===== config.mk =====
export PLATFORM = sky130hd
export DESIGN_NAME = poly_eval_horner
export DESIGN_NICKNAME = d
export VERILOG_FILES = /design/src/rtl/poly_pkg.sv /design/src/rtl/poly_alu.sv /design/src/rtl/poly_eval_horner.sv
export SDC_FILE = /design/constraint.sdc
export NUM_CORES = 1
export LEC_CHECK = 0
export ABC_AREA = 0
export CAP_MARGIN = 20
export CORE_MARGIN = 2
export CORE_UTILIZATION = 55
export CTS_CLUSTER_SIZE = 8
export DETAILED_ROUTE_END_ITERATION = 12
export GPL_TIMING_DRIVEN = 0
export PLACE_DENSITY = 0.75
export SYNTH_ARGS = -nofsm -noshare
export SYNTH_HDL_FRONTEND = slang
export SYNTH_HIERARCHICAL = 1
export SYNTH_SLANG_ARGS = --single-unit
export TNS_END_PERCENT = 50

===== constraint.sdc =====
create_clock -name clk -period 5.15 [get_ports clk]
set_clock_uncertainty 0.15 [all_clocks]
set_input_delay 1.03 -clock clk [delete_from_list [all_inputs] [get_ports clk]]
set_output_delay 1.03 -clock clk [all_outputs]
set_load 0.05 [all_outputs]

===== src/rtl/poly_pkg.sv =====
`default_nettype none
// ============================================================================
//  Module      : poly_pkg
//  Description : Shared constants for the Horner polynomial evaluator:
//                control-state encoding and ALU operation codes.
//  Revision    : 1.0 - initial release
// ============================================================================
package poly_pkg;

    // Control FSM encoding
    localparam int                STATE_W     = 3;
    localparam logic [STATE_W-1:0] S_LOAD      = 3'd0;
    localparam logic [STATE_W-1:0] S_LOAD_WAIT = 3'd1;
    localparam logic [STATE_W-1:0] S_MUL       = 3'd2;
    localparam logic [STATE_W-1:0] S_ADD       = 3'd3;
    localparam logic [STATE_W-1:0] S_FINISH    = 3'd4;

    // ALU operation select
    localparam logic OP_ADD = 1'b0;
    localparam logic OP_MUL = 1'b1;

endpackage : poly_pkg
`default_nettype wire


===== src/rtl/poly_alu.sv =====
`default_nettype none
// ============================================================================
//  Module      : poly_alu
//  Description : Combinational multiply/add unit shared by every Horner step.
//                Result is truncated to WIDTH bits (unsigned wrap-around).
//  Revision    : 1.0 - initial release
// ============================================================================
module poly_alu
    import poly_pkg::*;
#(
    parameter int WIDTH = 8
) (
    input  logic             op,
    input  logic [WIDTH-1:0] a,
    input  logic [WIDTH-1:0] b,
    output logic [WIDTH-1:0] y
);

    logic [WIDTH-1:0] w_prod;
    logic [WIDTH-1:0] w_sum;

    // Both results are sized to WIDTH so only the low bits are ever formed
    assign w_prod = a * b;
    assign w_sum  = a + b;
    assign y      = (op == OP_MUL) ? w_prod : w_sum;

endmodule : poly_alu
`default_nettype wire


===== src/rtl/poly_eval_horner.sv =====
`default_nettype none
// ============================================================================
//  Module      : poly_eval_horner
//  Description : Polynomial evaluator y = c[N]*x^N + ... + c[0] mod 2^WIDTH.
//                Operands arrive one per go press on data_in (c[N] first,
//                x last); evaluation runs Horner's method on one shared
//                multiply/add ALU, alternating MUL and ADD cycles.
//  Revision    : 1.0 - initial release
// ============================================================================
module poly_eval_horner
    import poly_pkg::*;
#(
    parameter  int WIDTH  = 8,
    parameter  int DEGREE = 3,
    localparam int IDX_W  = $clog2(DEGREE + 2)
) (
    input  logic             clk,
    input  logic             resetn,
    input  logic             go,
    input  logic [WIDTH-1:0] data_in,
    output logic [IDX_W-1:0] load_idx,
    output logic             busy,
    output logic             done,
    output logic [WIDTH-1:0] data_result
);

    logic [STATE_W-1:0] r_state;
    logic [STATE_W-1:0] w_state_nxt;

    logic [IDX_W-1:0]   r_load_idx;
    logic [IDX_W-1:0]   r_i;

    logic [WIDTH-1:0]   r_coef [0:DEGREE];
    logic [WIDTH-1:0]   r_x;
    logic [WIDTH-1:0]   r_acc;
    logic [WIDTH-1:0]   r_result;

    logic               w_busy;
    logic               w_done;
    logic               w_alu_op;
    logic [WIDTH-1:0]   w_alu_b;
    logic [WIDTH-1:0]   w_alu_y;
    logic [WIDTH-1:0]   w_coef_sel;
    logic               w_last_slot;
    logic               w_i_zero;

    // Slot DEGREE+1 is x; all lower slots are coefficients, highest first
    assign w_last_slot = (r_load_idx == IDX_W'(DEGREE + 1));
    assign w_i_zero    = (r_i == '0);

    // State register
    always_ff @(posedge clk or negedge resetn) begin
        if (!resetn) begin
            r_state <= S_LOAD;
        end else begin
            r_state <= w_state_nxt;
        end
    end

    // Next-state logic and Moore decode of busy/done/ALU op
    always_comb begin
        w_state_nxt = r_state;
        w_busy      = 1'b0;
        w_done      = 1'b0;
        w_alu_op    = OP_ADD;
        case (r_state)
            S_LOAD: begin
                if (go) begin
                    w_state_nxt = S_LOAD_WAIT;
                end
            end
            S_LOAD_WAIT: begin
                if (!go) begin
                    w_state_nxt = w_last_slot ? S_MUL : S_LOAD;
                end
            end
            S_MUL: begin
                w_busy      = 1'b1;
                w_alu_op    = OP_MUL;
                w_state_nxt = S_ADD;
            end
            S_ADD: begin
                w_busy      = 1'b1;
                w_alu_op    = OP_ADD;
                w_state_nxt = w_i_zero ? S_FINISH : S_MUL;
            end
            S_FINISH: begin
                w_done      = 1'b1;
                w_state_nxt = S_LOAD;
            end
            default: begin
                w_state_nxt = S_LOAD;
            end
        endcase
    end

    // Coefficient read port addressed by the Horner step index
    always_comb begin
        w_coef_sel = '0;
        for (int k = 0; k <= DEGREE; k++) begin
            if (r_i == IDX_W'(k)) begin
                w_coef_sel = r_coef[k];
            end
        end
    end

    // Multiply always pairs acc with x; add pairs acc with the current coefficient
    assign w_alu_b = (w_alu_op == OP_MUL) ? r_x : w_coef_sel;

    poly_alu #(
        .WIDTH (WIDTH)
    ) u_alu (
        .op (w_alu_op),
        .a  (r_acc),
        .b  (w_alu_b),
        .y  (w_alu_y)
    );

    // Operand capture: the addressed slot tracks data_in on every LOAD cycle,
    // so the value kept is the one present on the edge where go is first seen
    always_ff @(posedge clk or negedge resetn) begin
        if (!resetn) begin
            r_x <= '0;
            for (int k = 0; k <= DEGREE; k++) begin
                r_coef[k] <= '0;
            end
        end else if (r_state == S_LOAD) begin
            if (w_last_slot) begin
                r_x <= data_in;
            end else begin
                for (int k = 0; k <= DEGREE; k++) begin
                    if (r_load_idx == IDX_W'(DEGREE - k)) begin
                        r_coef[k] <= data_in;
                    end
                end
            end
        end
    end

    // Load index, Horner step index, accumulator and result register
    always_ff @(posedge clk or negedge resetn) begin
        if (!resetn) begin
            r_load_idx <= '0;
            r_i        <= '0;
            r_acc      <= '0;
            r_result   <= '0;
        end else begin
            case (r_state)
                S_LOAD_WAIT: begin
                    if (!go) begin
                        if (w_last_slot) begin
                            r_acc <= r_coef[DEGREE];
                            r_i   <= IDX_W'(DEGREE - 1);
                        end else begin
                            r_load_idx <= r_load_idx + IDX_W'(1);
                        end
                    end
                end
                S_MUL: begin
                    r_acc <= w_alu_y;
                end
                S_ADD: begin
                    r_acc <= w_alu_y;
                    if (!w_i_zero) begin
                        r_i <= r_i - IDX_W'(1);
                    end
                end
                S_FINISH: begin
                    r_result   <= r_acc;
                    r_load_idx <= '0;
                end
                default: begin
                end
            endcase
        end
    end

    assign load_idx    = r_load_idx;
    assign busy        = w_busy;
    assign done        = w_done;
    assign data_result = r_result;

endmodule : poly_eval_horner
`default_nettype wire


==> results of run 1 <==
[kinds of logic after synthesis]
logic type,Yosys count,synth area share [%]
AO/OA/AOI/OAI,60,8.81
adder cells (fa/ha/maj),46,15.0
flip-flops,65,36.2
XOR/XNOR,21,4.43
AND/OR/NAND/NOR,96,12.5
multiplexers,67,16.8
buffers and inverters,65,6.27
[routing by layer]
layer	global-route usage, %	vias to the layer above
met1	30.9	1614
met3	3.35	24
met2	41.3	55
li1	-	1544
met4	10.4	0
met5	0	-
[worst min path at each step]
stage	depth (start not counted)	slack (ns)	startpoint	end
floorplan	1	0.31	r_coef[14]	r_coef[14]
global placement	1	0.33	r_coef[14]	r_coef[14]
detailed placement	1	0.34	r_coef[18]	r_coef[18]
CTS	1	0.35	r_coef[14]	r_coef[14]
global route	1	0.36	r_coef[29]	r_coef[29]
finish	1	0.35	r_coef[14]	r_coef[14]
[cell type report]
class                           count  area (um2)
Fill cell                         555        2270
Clock buffer                       12         155
Sequential cell                    65        1630
Tap cell                          102         128
Buffer                             12         111
Timing Repair Buffer               50         449
Clock inverter                      3        40.0
Multi-Input combinational cell    290        2830
Inverter                           50         193
[cells in the mapped netlist, types with 5 or more instances]
cell	instances
mux2_2	63
o21ai_0	8
ha_1	33
xnor2_1	14
and2_1	11
nand2_1	29
nand3b_1	11
dfrtp_1	65
a221o_1	8
nor2_1	16
a31oi_1	8
a21oi_1	19
xor2_1	5
and2_2	5
inv_1	50
fa_1	13
[through the flow]
step / cells / hold slack, ns / setup slack, ns / util [%]
after floorplan: 420 / 0.314 / 0.00102 / -
after global placement: 545 / 0.327 / -0.466 / 63.6
after detailed placement: 545 / 0.335 / -0.526 / 63.6
after CTS: 578 / 0.352 / -0.188 / 69.6
after global routing: 584 / 0.363 / -0.346 / 70.9
final: 584 / 0.346 / -0.201 / 70.9
[critical path, cell delays in order (launching register included)]
cell     delay (ns)
dfrtp_2        0.48
ha_4           0.18
or2_4          0.29
a221o_1        0.33
a31oi_4        0.23
buf_6          0.13
buf_6          0.10
nand2_4        0.04
fa_2           0.34
fa_1           0.50
inv_2          0.04
fa_1           0.53
inv_1          0.05
fa_2           0.52
inv_2          0.04
ha_4           0.22
a21oi_4        0.17
xnor2_2        0.13
xnor2_1        0.13
mux2i_1        0.11
mux2_4         0.27
mux2_4         0.25
[state kept, by name (all words and copies together) (netlist names)]
name,count
data_result,8
load_idx,3
r_acc,8
r_coef,32
r_i,3
r_state,3
r_x,8
[timing repair]
item                                    4_1_cts  5_1_grt
gates cloned                                  1        0
gates resized for setup                      37       16
endpoints found under the setup margin        4        3
hold endpoints to repair                      0        0
pin swaps                                    22       15
setup buffers                                19        7
hold buffers                                  0        0
==> out/results.tsv, run 1 <==
metric	value	unit
first-pass GRT wire length	16.6	mm
CP Launch Type	flip-flop	
clk buf depth	2	
# port buffers	23	
Routed Antenna Nets	0	
Setup CP Type	reg2reg	
die area	8900	um2
Crit. Startpoint	r_i[0]	
Setup TNS Final	-0.255	ns
gr usage total	24.2	%
Post-synth EDFFs	0	
ys async rst share	100	%
Final min period	5.35	ns
Max-Cap Viols	0	
vias in the first global route	3429	
TritonCTS Buffers	9	
Post-Synthesis Cells	420	
placed inst area	4970	um2
min-delay worst type	reg2reg	
violated checks	setup timing	
RR Startpoint	r_i[0]	
Clock Sinks	65	
Worst-path clk slew	0.07	ns
Routed Wire Length	9.75	mm
most common cell after layout, fill and taps aside	dfrtp_1	
Yosys top cell area share	36.2	%
gp weighted congestion	0.837	
Clk Latency, worst-skew pair	0.35	ns
metal1 wirelength	4.39	mm
critical path arrival	5.43	ns
largest net degree at the start of global routing	66	
period utilisation layout	104	%
mean post-synth cell area	10.7	um2
antenna violations before repair	0	
top post-synthesis cells by area	dfrtp_1, mux2_2, ha_1, fa_1, inv_1	
detailed-route via count	3237	
FMAX	187	MHz
Worst Reg2Reg Path Length in Cells	21	
post-route cell area	5530	um2
Highest Signal Layer	met4	
CTS root buf	clkbuf_8	
GRT Residual Overflow	0	
drc violations	0	
Setup-failing EPs final	2	
Synth cell types	50	
Synth Net Count	477	
cell area after synthesis	4490	um2
fin nets	535	
Synth area leader	dfrtp_1	
post-synthesis sequential area ratio	36.2	%
post-detailed-route wirelength per cell	16.7	um
YS warnings	6	
CP endpoint	r_acc[7]	
Worst R2R Setup Slack	-0.20	ns
Worst-Margin Slew	0.810	ns
share of cells above drive strength 1	36.7	%
Fin. Hold Viols	0	
# IOs	24	
initial DRC count	189	
die width	94.3	um
H-tree Lvls	3	
Pre-Repair DR Iteration Count	4	
DP HPWL	6.90	mm
Worst EP required	5.23	ns
status	finished, violations left	
# diodes	0	
Site Rows	32	
Vias/cell	5.54	
most frequent cells in the layout	dfrtp_1, mux2_2, inv_1	
Worst Setup End Kind	flip-flop	
RSZ-0062 raised after global routing	yes	
Core Area	7810	um2
R2R Path End	r_acc[7]	
wire length on met2	4.90	mm
crit-path max FO	8	
Die H	94.3	um
WL met3	194	um
CTS tree	done	
final setup margin	-0.201	ns
slew margin rel.	46.0	%
ys flop type	dfrtp_1	
Synth-to-Final Area Change	23.3	%
Yosys reg bits	65	
Starting Density	57.5	%
final slew viol count	0	
Power of run 1 is left out: the tool's default activity adds up to more than one toggle a clock period on the data nets, which glitch-free logic cannot reach.
==> run 2, diff against run 1 <==
--- a/config.mk
+++ b/config.mk
@@ -8,11 +8,11 @@
 export ABC_AREA = 0
 export CAP_MARGIN = 20
 export CORE_MARGIN = 2
-export CORE_UTILIZATION = 55
+export CORE_UTILIZATION = 60
 export CTS_CLUSTER_SIZE = 8
 export DETAILED_ROUTE_END_ITERATION = 12
 export GPL_TIMING_DRIVEN = 0
-export PLACE_DENSITY = 0.75
+export PLACE_DENSITY = 0.78
 export SYNTH_ARGS = -nofsm -noshare
 export SYNTH_HDL_FRONTEND = slang
 export SYNTH_HIERARCHICAL = 1
==> constraint.sdc (replaced) <==
create_clock -name clk -period 6.9 [get_ports clk]
set_clock_uncertainty 0.15 [all_clocks]
set_input_delay 1.38 -clock clk [delete_from_list [all_inputs] [get_ports clk]]
set_output_delay 1.38 -clock clk [all_outputs]
set_load 0.05 [all_outputs]
==> out/results.tsv, run 2 (synthesized netlist as in run 1, its figures left out) <==
metric	value	unit	change
placed inst area	4840	um2	-2.5%
Routed Antenna Nets	0		unchanged
Die H	90.5	um	-4.1%
period utilisation layout	93.9	%	-10 points
clk buf depth	2		unchanged
critical path arrival	6.55	ns	+1.12 ns
Pre-Repair DR Iteration Count	4		unchanged
Clk Latency, worst-skew pair	0.33	ns	-0.02 ns
CTS tree	done		
# diodes	0		unchanged
Setup-failing EPs final	0		-2
Worst EP required	6.97	ns	+1.74 ns
Final min period	6.48	ns	+1.12 ns
post-route cell area	5010	um2	-9.4%
Starting Density	61.9	%	+4.4 points
Max-Cap Viols	0		unchanged
Hold Buf Count CTS	0		unchanged
die area	8190	um2	-8.0%
initial DRC count	165		-13%
final slew viol count	0		unchanged
Setup TNS Final	0	ns	+0.255 ns
most common cell after layout, fill and taps aside	dfrtp_1		
setup bufs post-CTS	0		-19
min-delay worst type	reg2reg		
die width	90.5	um	-4.1%
DP HPWL	6.85	mm	-0.76%
max reg flops	32		unchanged
Core Area	7250	um2	-7.1%
Fin. Hold Viols	0		unchanged
antenna violations before repair	0		unchanged
Hold WS	0.350	ns	+0.00353 ns
FMAX	154	MHz	-17%
Routed Wire Length	9.22	mm	-5.5%
Synth-to-Final Area Change	11.7	%	
share of cells above drive strength 1	23.7	%	-13 points
gr usage total	24.0	%	-0.16 points
most frequent cells in the layout	dfrtp_1, mux2_2, inv_1		
gp weighted congestion	0.804		-3.9%
Setup CP Type	reg2reg		
# port buffers	23		unchanged
GRT Residual Overflow	0		unchanged
Non-Filler Instances	558		-4.5%
Worst-path clk slew	0.07	ns	about the same
vias in the first global route	3328		-2.9%
RSZ-0062 raised after global routing	no		
# IOs	24		unchanged
Worst Setup End Kind	flip-flop		
Site Rows	31		-3.1%
detailed-route via count	3113		-3.8%
TritonCTS Buffers	9		unchanged
CP Launch Type	flip-flop		
first-pass GRT wire length	15.7	mm	-5.3%
dpl cells	542		-0.55%
largest net degree at the start of global routing	66		unchanged
Clock Sinks	65		unchanged
fin nets	511		-4.5%
post-detailed-route wirelength per cell	16.5	um	-1.1%
status	finished clean		
CTS root buf	clkbuf_8		
Worst-Margin Slew	0.808	ns	-0.00266 ns
Top reg by flops	r_coef		
H-tree Lvls	3		unchanged
crit-path max FO	10		+2
slew margin rel.	45.9	%	-0.074 points
Vias/cell	5.58		+0.65%
PostCTS Resize Cnt	0		-100%
drc violations	0		unchanged
[run 2: area by class of cell]
type | instances | area (um2)
clock inverter | 3 | 15.0
tap | 99 | 124
clock buffer | 13 | 159
timing repair buffer | 23 | 228
sequential | 65 | 1630
multi-input combinational | 290 | 2580
inverter | 50 | 188
fill | 578 | 2240
buffer | 15 | 93.8
[run 2: final timing paths]
check / startpoint / endpoint / slack (ns) / cells after the start
hold / removal: r_coef[14] / r_coef[14] / 0.35 / 1
min in group asynchronous: resetn / r_coef[10] / 0.98 / 1
setup / recovery: r_i[1] / r_acc[7] / 0.42 / 23
hold reg to reg: r_coef[14] / r_coef[14] / 0.35 / 1
max in group asynchronous: resetn / load_idx[2] / 5.09 / 1
setup reg to reg: r_i[1] / r_acc[7] / 0.42 / 23
[run 2: through the flow]
| step | setup slack (ns) | util (%) |
|---|---|---|
| floorplan | 1.38 | - |
| global placement | 0.566 | 66.8 |
| detailed placement | 0.519 | 66.7 |
| CTS | 0.491 | 69.1 |
| global route | 0.137 | 69.1 |
| finish | 0.424 | 69.1 |
[run 2: metal layers]
| layer | up-vias | track usage, % | routed length, um |
|---|---|---|---|
| li1 | 1501 | - | - |
| met3 | 28 | 4.42 | 243 |
| met5 | - | 0 | 0 |
| met2 | 58 | 41.4 | 4670 |
| met1 | 1526 | 29.4 | 4030 |
| met4 | 0 | 10.8 | 274 |
[run 2: worst max-delay path, stage by stage (launching register included)]
cell and delay (ns):
dfrtp_1 0.42, inv_1 0.11, ha_1 0.26, clkbuf_1 0.37, a21oi_1 0.13, a221o_1 0.36, a31oi_1 0.65, ha_1 0.36
inv_1 0.10, fa_1 0.41, inv_1 0.09, fa_1 0.39, ha_1 0.29, inv_1 0.05, fa_1 0.53, inv_1 0.05
ha_1 0.33, a21o_1 0.20, a21oi_1 0.19, xnor2_1 0.16, xnor2_1 0.14, mux2i_1 0.10, mux2_2 0.26, mux2_2 0.26
Power of run 2 is left out for the same reason.
